===== src/rtl/spram_ctrl.sv =====
// Single-port RAM command/response controller with a 2-entry response buffer.
// Define SPRAM_CTRL_WR_ACK_EN to make writes return an acknowledge response.
module spram_ctrl #(
  parameter int DEPTH = 256,
  parameter int WIDTH = 8,
  localparam int ADDR_WIDTH = $clog2(DEPTH)
) (
  input  logic                  clk,
  input  logic                  rst_n,
  input  logic                  cmd_valid,
  output logic                  cmd_ready,
  input  logic                  cmd_we,
  input  logic [ADDR_WIDTH-1:0] cmd_addr,
  input  logic [WIDTH-1:0]      cmd_wdata,
  output logic                  rsp_valid,
  input  logic                  rsp_ready,
  output logic [WIDTH-1:0]      rsp_data,
`ifdef SPRAM_CTRL_WR_ACK_EN
  output logic                  rsp_wr,
`endif
  output logic                  ram_rst,
  output logic                  ram_we,
  output logic [ADDR_WIDTH-1:0] ram_addr,
  output logic [WIDTH-1:0]      ram_din,
  input  logic [WIDTH-1:0]      ram_dout
);

  logic             infl;
  logic             infl_nxt;
  logic [1:0]       cnt;
  logic [1:0]       occ;
  logic             room;
  logic             acc;
  logic             push;
  logic             pop;
  logic             wp;
  logic             rp;
  logic [WIDTH-1:0] bd [2];
  logic [WIDTH-1:0] push_d;

  assign occ  = cnt + {1'b0, infl};
  assign room = (occ < 2'd2);

`ifdef SPRAM_CTRL_WR_ACK_EN
  logic infl_wr;
  logic bw [2];

  assign cmd_ready = rst_n & room;
  assign infl_nxt  = acc;
  assign push_d    = infl_wr ? '0 : ram_dout;
  assign rsp_wr    = rsp_valid & bw[rp];
`else
  // Writes never occupy the buffer, so they are always accepted.
  assign cmd_ready = rst_n & (cmd_we | room);
  assign infl_nxt  = acc & ~cmd_we;
  assign push_d    = ram_dout;
`endif

  assign acc       = cmd_valid & cmd_ready;
  assign push      = infl;
  assign rsp_valid = (cnt != 2'd0);
  assign pop       = rsp_valid & rsp_ready;
  assign rsp_data  = bd[rp];

  assign ram_rst  = ~rst_n;
  assign ram_we   = acc & cmd_we;
  assign ram_addr = cmd_addr;
  assign ram_din  = cmd_wdata;

  always_ff @(posedge clk or negedge rst_n) begin
    if (!rst_n) begin
      infl  <= 1'b0;
      cnt   <= 2'd0;
      wp    <= 1'b0;
      rp    <= 1'b0;
      bd[0] <= '0;
      bd[1] <= '0;
    end else begin
      infl <= infl_nxt;
      if (push) begin
        bd[wp] <= push_d;
        wp     <= ~wp;
      end
      if (pop)
        rp <= ~rp;
      case ({push, pop})
        2'b10:   cnt <= cnt + 2'd1;
        2'b01:   cnt <= cnt - 2'd1;
        default: cnt <= cnt;
      endcase
    end
  end

`ifdef SPRAM_CTRL_WR_ACK_EN
  always_ff @(posedge clk or negedge rst_n) begin
    if (!rst_n) begin
      infl_wr <= 1'b0;
      bw[0]   <= 1'b0;
      bw[1]   <= 1'b0;
    end else begin
      infl_wr <= acc & cmd_we;
      if (push)
        bw[wp] <= infl_wr;
    end
  end
`endif

endmodule

===== config.mk =====
export PLATFORM = sky130hd
export DESIGN_NAME = spram_ctrl
export DESIGN_NICKNAME = d
export VERILOG_FILES = /design/src/rtl/spram_ctrl.sv
export SDC_FILE = /design/constraint.sdc
export NUM_CORES = 1
export LEC_CHECK = 0
export BUFFER_PORTS_ARGS = -buffer_cell sky130_fd_sc_hd__buf_2
export CORE_UTILIZATION = 43
export DETAILED_ROUTE_END_ITERATION = 10
export PLACE_DENSITY = 0.77
export SYNTH_ARGS = -nofsm -noshare
export SYNTH_HDL_FRONTEND = slang
export SYNTH_SLANG_ARGS = --single-unit
export TNS_END_PERCENT = 20

===== constraint.sdc =====
create_clock -name clk -period 1.8 [get_ports clk]
set_clock_uncertainty 0.1 [all_clocks]
set_input_delay 0.18 -clock clk [delete_from_list [all_inputs] [get_ports clk]]
set_output_delay 0.18 -clock clk [all_outputs]
set_load 0.005 [all_outputs]

==> summary.md, run 1 <==
| Metric | Value |
|---|---|
| Outcome | finished clean |
| GRT overflow | 0 |
| Max-cap violations | 0 |
| RSZ-0062 raised after global routing | false |
| Initial Util | 0.468 |
| Post-layout nets | approximately 120 |
| Vias in the first global route | between 600 and 700 |
| Area delta synth->final | 7.00% |
| Storage cell area | between 500 and 600 sq um |
| Kind of critical path | reg -> out |
| Synthesized area per cell | approximately 13 sq um |
| Maximum VDD drop | 849 uV |
| Die ar. | ~2700 sq um |
| # resized after CTS | 0 |
| Largest net degree at the start of global routing | 18 |
| Final Max Tran Viols | 0 |
| Clock Sink Count | 21 |
| Yosys warnings | 0 |
| Cells after DPL | 116 |
| Yosys reg bits | 21 |
| CTS Buf Count | 3 |
| PD cells | around 1600 nW/um^2 |
| Fillers | between 200 and 250 |
| CTS Buffer Depth | 2 |
| Share of cells above drive strength 1 | 0.591 |
| Setup Fix Bufs, Post-CTS | 0 |
| Clock period minus worst slack | 1.69 ns |
| Clock tree root buffer cell | clkbuf_4 |
| Hold slack final | 0.0210 ns |
| DRC | 0 |
| Final setup violation count | 0 |
| Cells after Synth | 80 |
| Clock latency on the worst-skew pair | roughly 0.30 ns |
| Diode count | 0 |
| I/O Pins | 57 |
| Setup crit end kind | output port |
| Via Count | about 610 |
| Seq/Total Area, Yosys | 0.498 |
| Startpoint Class | register |
| Drt total wl | around 1.6 mm |
| Iteration count of the initial detailed-routing pass | 2 |
| First-pass GRT wire length | 2.61 mm |
| Antenna-violating nets left | 0 |
| Final count of hold timing violations | 0 |
| Initial antenna violation count | 0 |
| All-Layer GR Usage | 0.138 |
| Data required time of the critical path | roughly 1.5 ns |
| Final instance area | approximately 1100 sq um |
| Row count | 17 |
| Arrival @ worst endpoint | about 1.4 ns |
| Die H | 51.5 um |
| Port buffer count | 24 |
| LEAKAGE | 0.530 nW |
| Drt wl/cell | 13.0 um |
| Slew headroom | 0.739 |
| Core Region | roughly 2300 sq um |
| Die Width | between 50 and 60 um |
| Clock slew at reported path FFs | ~0.11 ns |
| Placed cell area | about 1100 sq um |
| H-tree depth | 1 |
| Fmax | about 590 MHz |
| Via/cell ratio | slightly above 5 |
| Cell area after synthesis | 1050 sq um |
| Post-route clock period utilization | 0.937 |
| Footprint of the multi-input gates | approximately 400 sq um |
| CP max FO | 9 |
| CTS tree | yes |
| Final GP Congestion | ~0.74 |
| Tightest Pin Transition | 0.392 ns |
| Tightest Hold Check Type | in -> reg |
| DP Wirelength | between 1 and 1.5 mm |
| Starting DRT DRC Count | 3 |
| Net Count, Synth | 110 |
| Post-route insts no fill | roughly 120 |
| Library cells used by synthesis | 18 |
| Setup TNS Final | 0 ns |
routing by layer:
metal	share of wire	up-vias	global-route usage	wire, um
met5	0	-	0	0
met4	0.013	0	0.0721	21
met3	0.069	5	0.0409	109
met2	0.50	20	0.223	780
met1	0.42	311	0.166	662
li1	-	278	-	-
kinds of logic (layout without fill, tap and decap cells):
group / Yosys count / in the layout / share of synthesized area
fa+ha+maj: 1 / 1 / 0.0119
flops: 21 / 21 / 0.498
buf+inv: 19 / 32 / 0.126
simple gates: 8 / 8 / 0.0510
compound gates: 1 / 1 / 0.00712
xor+xnor: 6 / 6 / 0.0498
mux: 24 / 24 / 0.256
state kept, by name, indices dropped and copies added, names as in the netlist:
register and count:
rp 1, bd 16, wp 1, cnt 2
infl 1
cell type report:
type,count,area share
repair buffers,26,0.122
well taps,28,0.0310
clock buffers,4,0.0233
flip-flops and latches,21,0.466
multi-input cells,40,0.351
inverters,2,0.00665
final timing paths:
kind | end | cells past startpoint | start | slack, ns
max | rsp_data[1] | 2 | rp | 0.11
min | bd[7] | 2 | ram_dout[7] | 0.02
max reg2reg | cnt[1] | 5 | cnt[0] | 0.13
min reg2reg | bd[13] | 1 | bd[13] | 0.41
max in group asynchronous | bd[5] | 3 | rst_n | 1.03
min in group asynchronous | bd[3] | 2 | rst_n | 0.13
worst max-delay path, stage by stage (launching register included):
cell and delay (ns):
dfrtp_1 0.59, mux2_2 0.38, buf_2 0.13
synthesized netlist by cell type:
| cell | count | share of area |
|---|---|---|
| inv_1 | 1 | 0.0036 |
| o21a_1 | 1 | 0.0071 |
| buf_2 | 1 | 0.0047 |
| nand2_1 | 1 | 0.0036 |
| and3_1 | 1 | 0.0059 |
| xnor2_1 | 2 | 0.017 |
| nor2_1 | 1 | 0.0036 |
| ha_1 | 1 | 0.012 |
| buf_4 | 16 | 0.11 |
| nor2_4 | 1 | 0.011 |
| inv_2 | 1 | 0.0036 |
| and2_1 | 1 | 0.0059 |
| or2_1 | 1 | 0.0059 |
| dfrtp_1 | 21 | 0.50 |
| xor2_1 | 4 | 0.033 |
| mux2_2 | 24 | 0.26 |
| nand2_2 | 1 | 0.0059 |
| and4b_1 | 1 | 0.0095 |
through the flow:
step                      worst slack, ns   util  power, mW
after floorplan                     0.240      -       1.35
after detailed placement            0.172  0.484       1.58
after global routing               0.0112  0.501       1.92
after global placement              0.237  0.484       1.54
final                               0.114  0.501       1.77
after CTS                          0.0790  0.501       1.80
layout by cell type, fill, tap and decap left out:
cell,count
and2_1,1
and3_1,1
and4b_1,1
buf_2,24
buf_4,1
clkbuf_1,1
clkbuf_4,3
dfrtp_1,21
dlygate4sd3_1,1
ha_1,1
inv_1,1
inv_2,1
mux2_2,24
nand2_1,1
nand2_2,1
nor2_1,1
nor2_4,1
o21a_1,1
or2_1,1
xnor2_1,2
xor2_1,4
power by group:
group / internal [mW] / leakage, nW / switching (mW)
sequential: 0.700 / 0.251 / 0.166
combinational: 0.451 / 0.264 / 0.235
clock: 0.0863 / 0.0150 / 0.135
total: 1.24 / 0.530 / 0.536
timing repair:
action / CTS / global route
hold buffers: 1 / 0
setup endpoints to repair: 0 / 0
endpoints found under the hold margin: 21 / 0
Power figures use the tool's default switching activity.
==> run 2, diff against run 1 <==
--- a/config.mk
+++ b/config.mk
@@ -6,9 +6,11 @@
 export NUM_CORES = 1
 export LEC_CHECK = 0
 export BUFFER_PORTS_ARGS = -buffer_cell sky130_fd_sc_hd__buf_2
-export CORE_UTILIZATION = 43
+export CELL_PAD_IN_SITES_DETAIL_PLACEMENT = 1
+export CELL_PAD_IN_SITES_GLOBAL_PLACEMENT = 2
+export CORE_UTILIZATION = 26
 export DETAILED_ROUTE_END_ITERATION = 10
-export PLACE_DENSITY = 0.77
+export PLACE_DENSITY = 0.79
 export SYNTH_ARGS = -nofsm -noshare
 export SYNTH_HDL_FRONTEND = slang
 export SYNTH_SLANG_ARGS = --single-unit
==> run 2 against run 1 <==
Global-route usage shrank 3.4 points; non-clock buffer count is the same; final cell count up 17%; register-to-register slack got worse by 0.04 ns; maximum frequency decreased by 1.4%; clock power grew 36%; count of clock-buffer cells in the layout decreased by 1; via count is 2.3% higher; die area increased by 63%.
==> summary.md, run 2 (synthesis gave the netlist of run 1 again) <==
| Metric | Value |
|---|---|
| Initial antenna violation count | 0 |
| Critical R2R Launch | cnt[0] |
| Antenna-violating nets left | 0 |
| I/O Pins | 57 |
| CTS Buffer Depth | 2 |
| Share of cells above drive strength 1 | 0.602 |
| Drt wl/cell | 14.3 um |
| Setup TNS Final | 0 ns |
| Die ar. | between 4000 and 5000 sq um |
| Maximum VDD drop | approximately 480 uV |
| Critical Path Source | cnt[0] |
| Post-route clock period utilization | 0.950 |
| Clock Sink Count | 21 |
| Final Max Tran Viols | 0 |
| Diode count | 0 |
| Max-cap violations | 0 |
| RSZ-0062 raised after global routing | false |
| Kind of critical path | reg -> reg |
| P_sw | ~0.57 mW |
| Final worst-path setup slack | between 0.08 and 0.09 ns |
| Final instance area | 1170 sq um |
| FF-to-FF path depth | 6 |
| Clock period minus worst slack | ~1.7 ns |
| Seq pwr share | 0.467 |
| Slowest cell on crit path | dfrtp_1 |
| Critical Path End | cnt[1] |
| H-tree depth | 1 |
| Clock tree root buffer cell | clkbuf_8 |
| Area delta synth->final | 11.3% |
| Clock slew at reported path FFs | roughly 0.07 ns |
| Via Count | approximately 630 |
| Switching Share | 0.305 |
| LEAKAGE | around 0.54 nW |
| DP Wirelength | ~1.5 mm |
| Top Registers | bd: 16 flops, cnt: 2 flops |
| Core Region | around 3800 sq um |
| Comb power frac | 0.373 |
| Data required time of the critical path | 1.87 ns |
| Placed cell area | ~1100 sq um |
| Die Width | roughly 66 um |
| CP max FO | 4 |
| Tightest Hold Check Type | in -> reg |
| Final count of hold timing violations | 0 |
| All-Layer GR Usage | 0.104 |
| Post-layout nets | roughly 120 |
| Vias in the first global route | 739 |
| Initial Util | 0.280 |
| Final setup violation count | 0 |
| Startpoint Class | register |
| CTS tree | yes |
| R2R Path End | cnt[1] |
| Fmax | ~580 MHz |
| Setup crit end kind | register |
| Cell-internal power | 1.31 mW |
| Clock latency on the worst-skew pair | between 0.2 and 0.3 ns |
| Via/cell ratio | between 4 and 5 |
| Final GP Congestion | 0.668 |
| Critical path, cell by cell | or2_1 -> and2_1 -> ha_1 -> xnor2_1 -> nor2_1 -> xor2_1 |
| Iteration count of the initial detailed-routing pass | 4 |
| Setup slack, reg-to-reg | a little under 0.09 ns |
| Drt total wl | ~2.0 mm |
| PD cells | 1600 nW/um^2 |
| CTS Buf Count | 3 |
| Biggest register | bd |
| # resized after CTS | 0 |
| Commonest non-fill, non-tap cells in the layout | 24 x mux2_2, 24 x buf_2, 21 x dfrtp_1 |
| Arrival @ worst endpoint | 1.79 ns |
| GRT overflow | 0 |
| Outcome | finished clean |
| Port buffer count | 24 |
| DRC | 0 |
| Slew headroom | 0.717 |
| Setup Fix Bufs, Post-CTS | 0 |
| Tightest Pin Transition | 0.425 ns |
| Largest net degree at the start of global routing | 22 |
| Dpl ws | about 0.10 ns |
| Min-delay src | ram_dout[2] |
| Clock power share | 0.160 |
| First-pass GRT wire length | around 3.4 mm |
| CP peak stage delay | around 0.44 ns |
| Starting DRT DRC Count | 8 |
| Row count | 22 |
| Max reg flops | 16 |
| Die H | between 60 and 70 um |
-- run 2: cell types whose count changed in the layout (fill, tap and decap cells not counted), sizes merged --
cell,change
clkbuf,-1
clkinv,+1
-- run 2: routing by layer --
metal | global-route usage | vias up | share of wire
met5 | 0 | - | 0
met4 | 0.0571 | 0 | 0.022
met3 | 0.0208 | 10 | 0.070
met2 | 0.188 | 27 | 0.53
met1 | 0.111 | 312 | 0.38
li1 | - | 279 | -
-- run 2: timing repair --
action	4_1_cts	5_1_grt
hold endpoints to repair	21	0
hold buffers	1	0
setup endpoints to repair	0	0
-- run 2: critical path: cells and delay by family, from the launching register on --
kind / cells / cell delay [ns]
flip-flops: 1 / 0.44
XOR/XNOR: 2 / 0.31
adder cells (fa/ha/maj): 1 / 0.21
AND/OR/NAND/NOR: 3 / 0.58
-- run 2: area by class of cell --
class / instances / area (sq um)
Fill cell: 410 / 2600
Sequential cell: 21 / 526
Multi-Input combinational cell: 40 / 397
Timing Repair Buffer: 26 / 138
Tap cell: 48 / 60.1
Clock buffer: 3 / 41.3
Inverter: 2 / 7.51
Clock inverter: 1 / 5.00
-- run 2: through the flow --
stage           util  std cells  power, mW  hold slack, ns
2_1_floorplan      -         80       1.35          -0.216
3_3_place_gp   0.296        136       1.55           0.118
3_5_place_dp   0.296        136       1.61           0.138
4_1_cts        0.311        141       1.92          0.0660
5_1_grt        0.311        141       2.02          0.0715
6_report       0.311        141       1.88          0.0678
-- run 2: worst min-delay path by stage --
stage	end	slack [ns]	cells after the start
floorplan	bd[0]	-0.22	0
finish	bd[10]	0.07	2
detailed placement	bd[14]	0.14	2
global route	bd[15]	0.07	2
CTS	bd[10]	0.07	2
global placement	infl	0.12	2
-- run 2: power by group through the flow --
stage,Sequential (mW),Combinational [mW],Clock [mW]
2_1_floorplan,0.807,0.543,0
3_3_place_gp,0.868,0.684,0
3_5_place_dp,0.892,0.719,0
4_1_cts,0.885,0.723,0.310
5_1_grt,0.921,0.779,0.325
6_report,0.880,0.702,0.301
==> run 3, diff against run 2 <==
--- a/config.mk
+++ b/config.mk
@@ -11,6 +11,7 @@
 export CORE_UTILIZATION = 26
 export DETAILED_ROUTE_END_ITERATION = 10
 export PLACE_DENSITY = 0.79
+export REMOVE_ABC_BUFFERS = 1
 export SYNTH_ARGS = -nofsm -noshare
 export SYNTH_HDL_FRONTEND = slang
 export SYNTH_SLANG_ARGS = --single-unit
==> run 3 against run 2 <==
Via count grew 0.32%; clock power hardly changed; critical path type is now reg -> out; total power shrank 0.10%; count of clock-buffer cells in the layout unchanged; final area increased by 0.11%; worst hold slack worse by 0.0027 ns; sequential cell count unchanged; combinational power shrank 0.6%; global-route usage rose by 1.6 points.
==> summary.md, run 3 (synthesis gave the netlist of run 1 again) <==
| Metric | Value |
|---|---|
| Setup TNS Final | 0 ns |
| DP Wirelength | between 1.5 and 2 mm |
| Via Count | 630 |
| Drt wl/cell | 15.8 um |
| Clock slew at reported path FFs | roughly 0.08 ns |
| Final core occ | 0.312 |
| First-pass GRT wire length | roughly 3.7 mm |
| P_sw | 0.571 mW |
| Switching Share | 0.303 |
| H-tree depth | 1 |
| Die Width | approximately 66 um |
| Final GP Congestion | between 0.7 and 0.8 |
| Comb power frac | 0.371 |
| Via/cell ratio | between 4 and 5 |
| Port buffer count | 24 |
| CTS tree | yes |
| CTS Buffer Depth | 2 |
| CP top delay family | flip-flops |
| Power Total | ~1.9 mW |
| Outcome | finished clean |
| Drt total wl | 2.22 mm |
| Final count of hold timing violations | 0 |
| Iteration count of the initial detailed-routing pass | 2 |
| Starting DRT DRC Count | 5 |
| Setup crit end kind | output port |
| Final instance area | ~1200 sq um |
| Max-cap violations | 0 |
| DRC | 0 |
| Max reg flops | 16 |
| CP max FO | 9 |
| GRT overflow | 0 |
| Dpl ws | between 0.1 and 0.15 ns |
| Seq pwr share | 0.468 |
| Clock tree root buffer cell | clkbuf_8 |
| Startpoint Class | register |
| Final Max Tran Viols | 0 |
| Share of cells above drive strength 1 | 0.613 |
| Commonest non-fill, non-tap cells in the layout | 24 x mux2_2, 24 x buf_2, 20 x dfrtp_1 |
| All-Layer GR Usage | 0.120 |
| Row count | 22 |
| CP peak stage delay | approximately 0.63 ns |
| Largest net degree at the start of global routing | 16 |
| Fmax | 591 MHz |
| Clock latency on the worst-skew pair | 0.26 ns |
| Die H | 65.7 um |
| Setup Fix Bufs, Post-CTS | 0 |
| Data required time of the critical path | between 1.5 and 2 ns |
| Critical path, cell by cell | mux2_2 -> buf_2 |
| Vias in the first global route | roughly 740 |
| Final setup violation count | 0 |
| RSZ-0062 raised after global routing | false |
| Die ar. | between 4000 and 5000 sq um |
| Clock power share | 0.161 |
| Antenna-violating nets left | 0 |
| Slew headroom | 0.698 |
| Tightest Pin Transition | around 0.45 ns |
| Maximum VDD drop | approximately 500 uV |
| CTS Buf Count | 3 |
| Clock period minus worst slack | about 1.7 ns |
| Core Region | 3770 sq um |
| Final worst-path setup slack | 0.108 ns |
| I/O Pins | 57 |
| Post-layout nets | 124 |
| PD cells | between 1500 and 2000 nW/um^2 |
| Arrival @ worst endpoint | between 1 and 1.5 ns |
| Top Registers | bd: 16 flops, cnt: 2 flops |
| Area delta synth->final | 11.4% |
| LEAKAGE | 0.540 nW |
| Kind of critical path | reg -> out |
| Diode count | 0 |
| Cell-internal power | between 1 and 1.5 mW |
| Tightest Hold Check Type | in -> reg |
| Initial Util | 0.280 |
| Initial antenna violation count | 0 |
| Slowest cell on crit path | dfrtp_1 |
| Clock Sink Count | 21 |
| CP bufs+invs | 1 |
| Placed cell area | 1120 sq um |
| Biggest register | bd |
| Post-route clock period utilization | 0.940 |
-- run 3: power by group through the flow --
stage / Clock (mW) / Sequential (mW) / Combinational [mW]
floorplan: 0 / 0.834 / 0.478
global placement: 0 / 0.867 / 0.683
detailed placement: 0 / 0.893 / 0.709
CTS: 0.322 / 0.883 / 0.716
global route: 0.342 / 0.922 / 0.788
finish: 0.303 / 0.881 / 0.698
-- run 3: per-layer routing --
layer  GRT usage  part of all wire  vias up
li1            -                 -      279
met4      0.0489             0.015        0
met2       0.184              0.50       30
met1       0.145              0.41      319
met5           0                 0        -
met3      0.0521             0.081        2
-- run 3: through the flow --
step	hold slack, ns	std cells
5_1_grt	0.0633	141
3_3_place_gp	-0.0207	136
6_report	0.0651	141
4_1_cts	0.0584	141
3_5_place_dp	-0.0170	136
2_1_floorplan	-0.216	63
-- run 3: timing repair --
| item | CTS | global route |
|---|---|---|
| endpoints found under the hold margin | 10 | 0 |
| endpoints found under the setup margin | 0 | 1 |
| gates resized for setup | 0 | 1 |
| hold buffers | 1 | 0 |
-- run 3: cell type report --
type,instances,area (sq um)
Fill cell,417,2600
Sequential cell,21,527
Multi-Input combinational cell,40,397
Timing Repair Buffer,26,138
Tap cell,48,60.1
Clock buffer,3,41.3
Inverter,2,7.51
Clock inverter,1,5.00
-- run 3: path summary, 6_finish.rpt --
| kind | startpoint | endpoint | slack (ns) | cells past startpoint |
|---|---|---|---|---|
| worst max-delay path | rp | rsp_data[3] | 0.11 | 2 |
| worst min-delay path | ram_dout[4] | bd[4] | 0.07 | 2 |
| worst max register to register | cnt[0] | cnt[1] | 0.15 | 6 |
| worst min register to register | bd[7] | bd[7] | 0.41 | 1 |
| max in group asynchronous | rst_n | wp | 0.91 | 3 |
| min in group asynchronous | rst_n | cnt[1] | 0.23 | 2 |
-- run 3: worst reg2reg max path: cells and delay by family (launching register included) --
kind	cells	cell delay, ns
xor gates and xnor gates	2	0.29
adders and majority gates	1	0.20
DFF	1	0.44
and+or+nand+nor	3	0.51
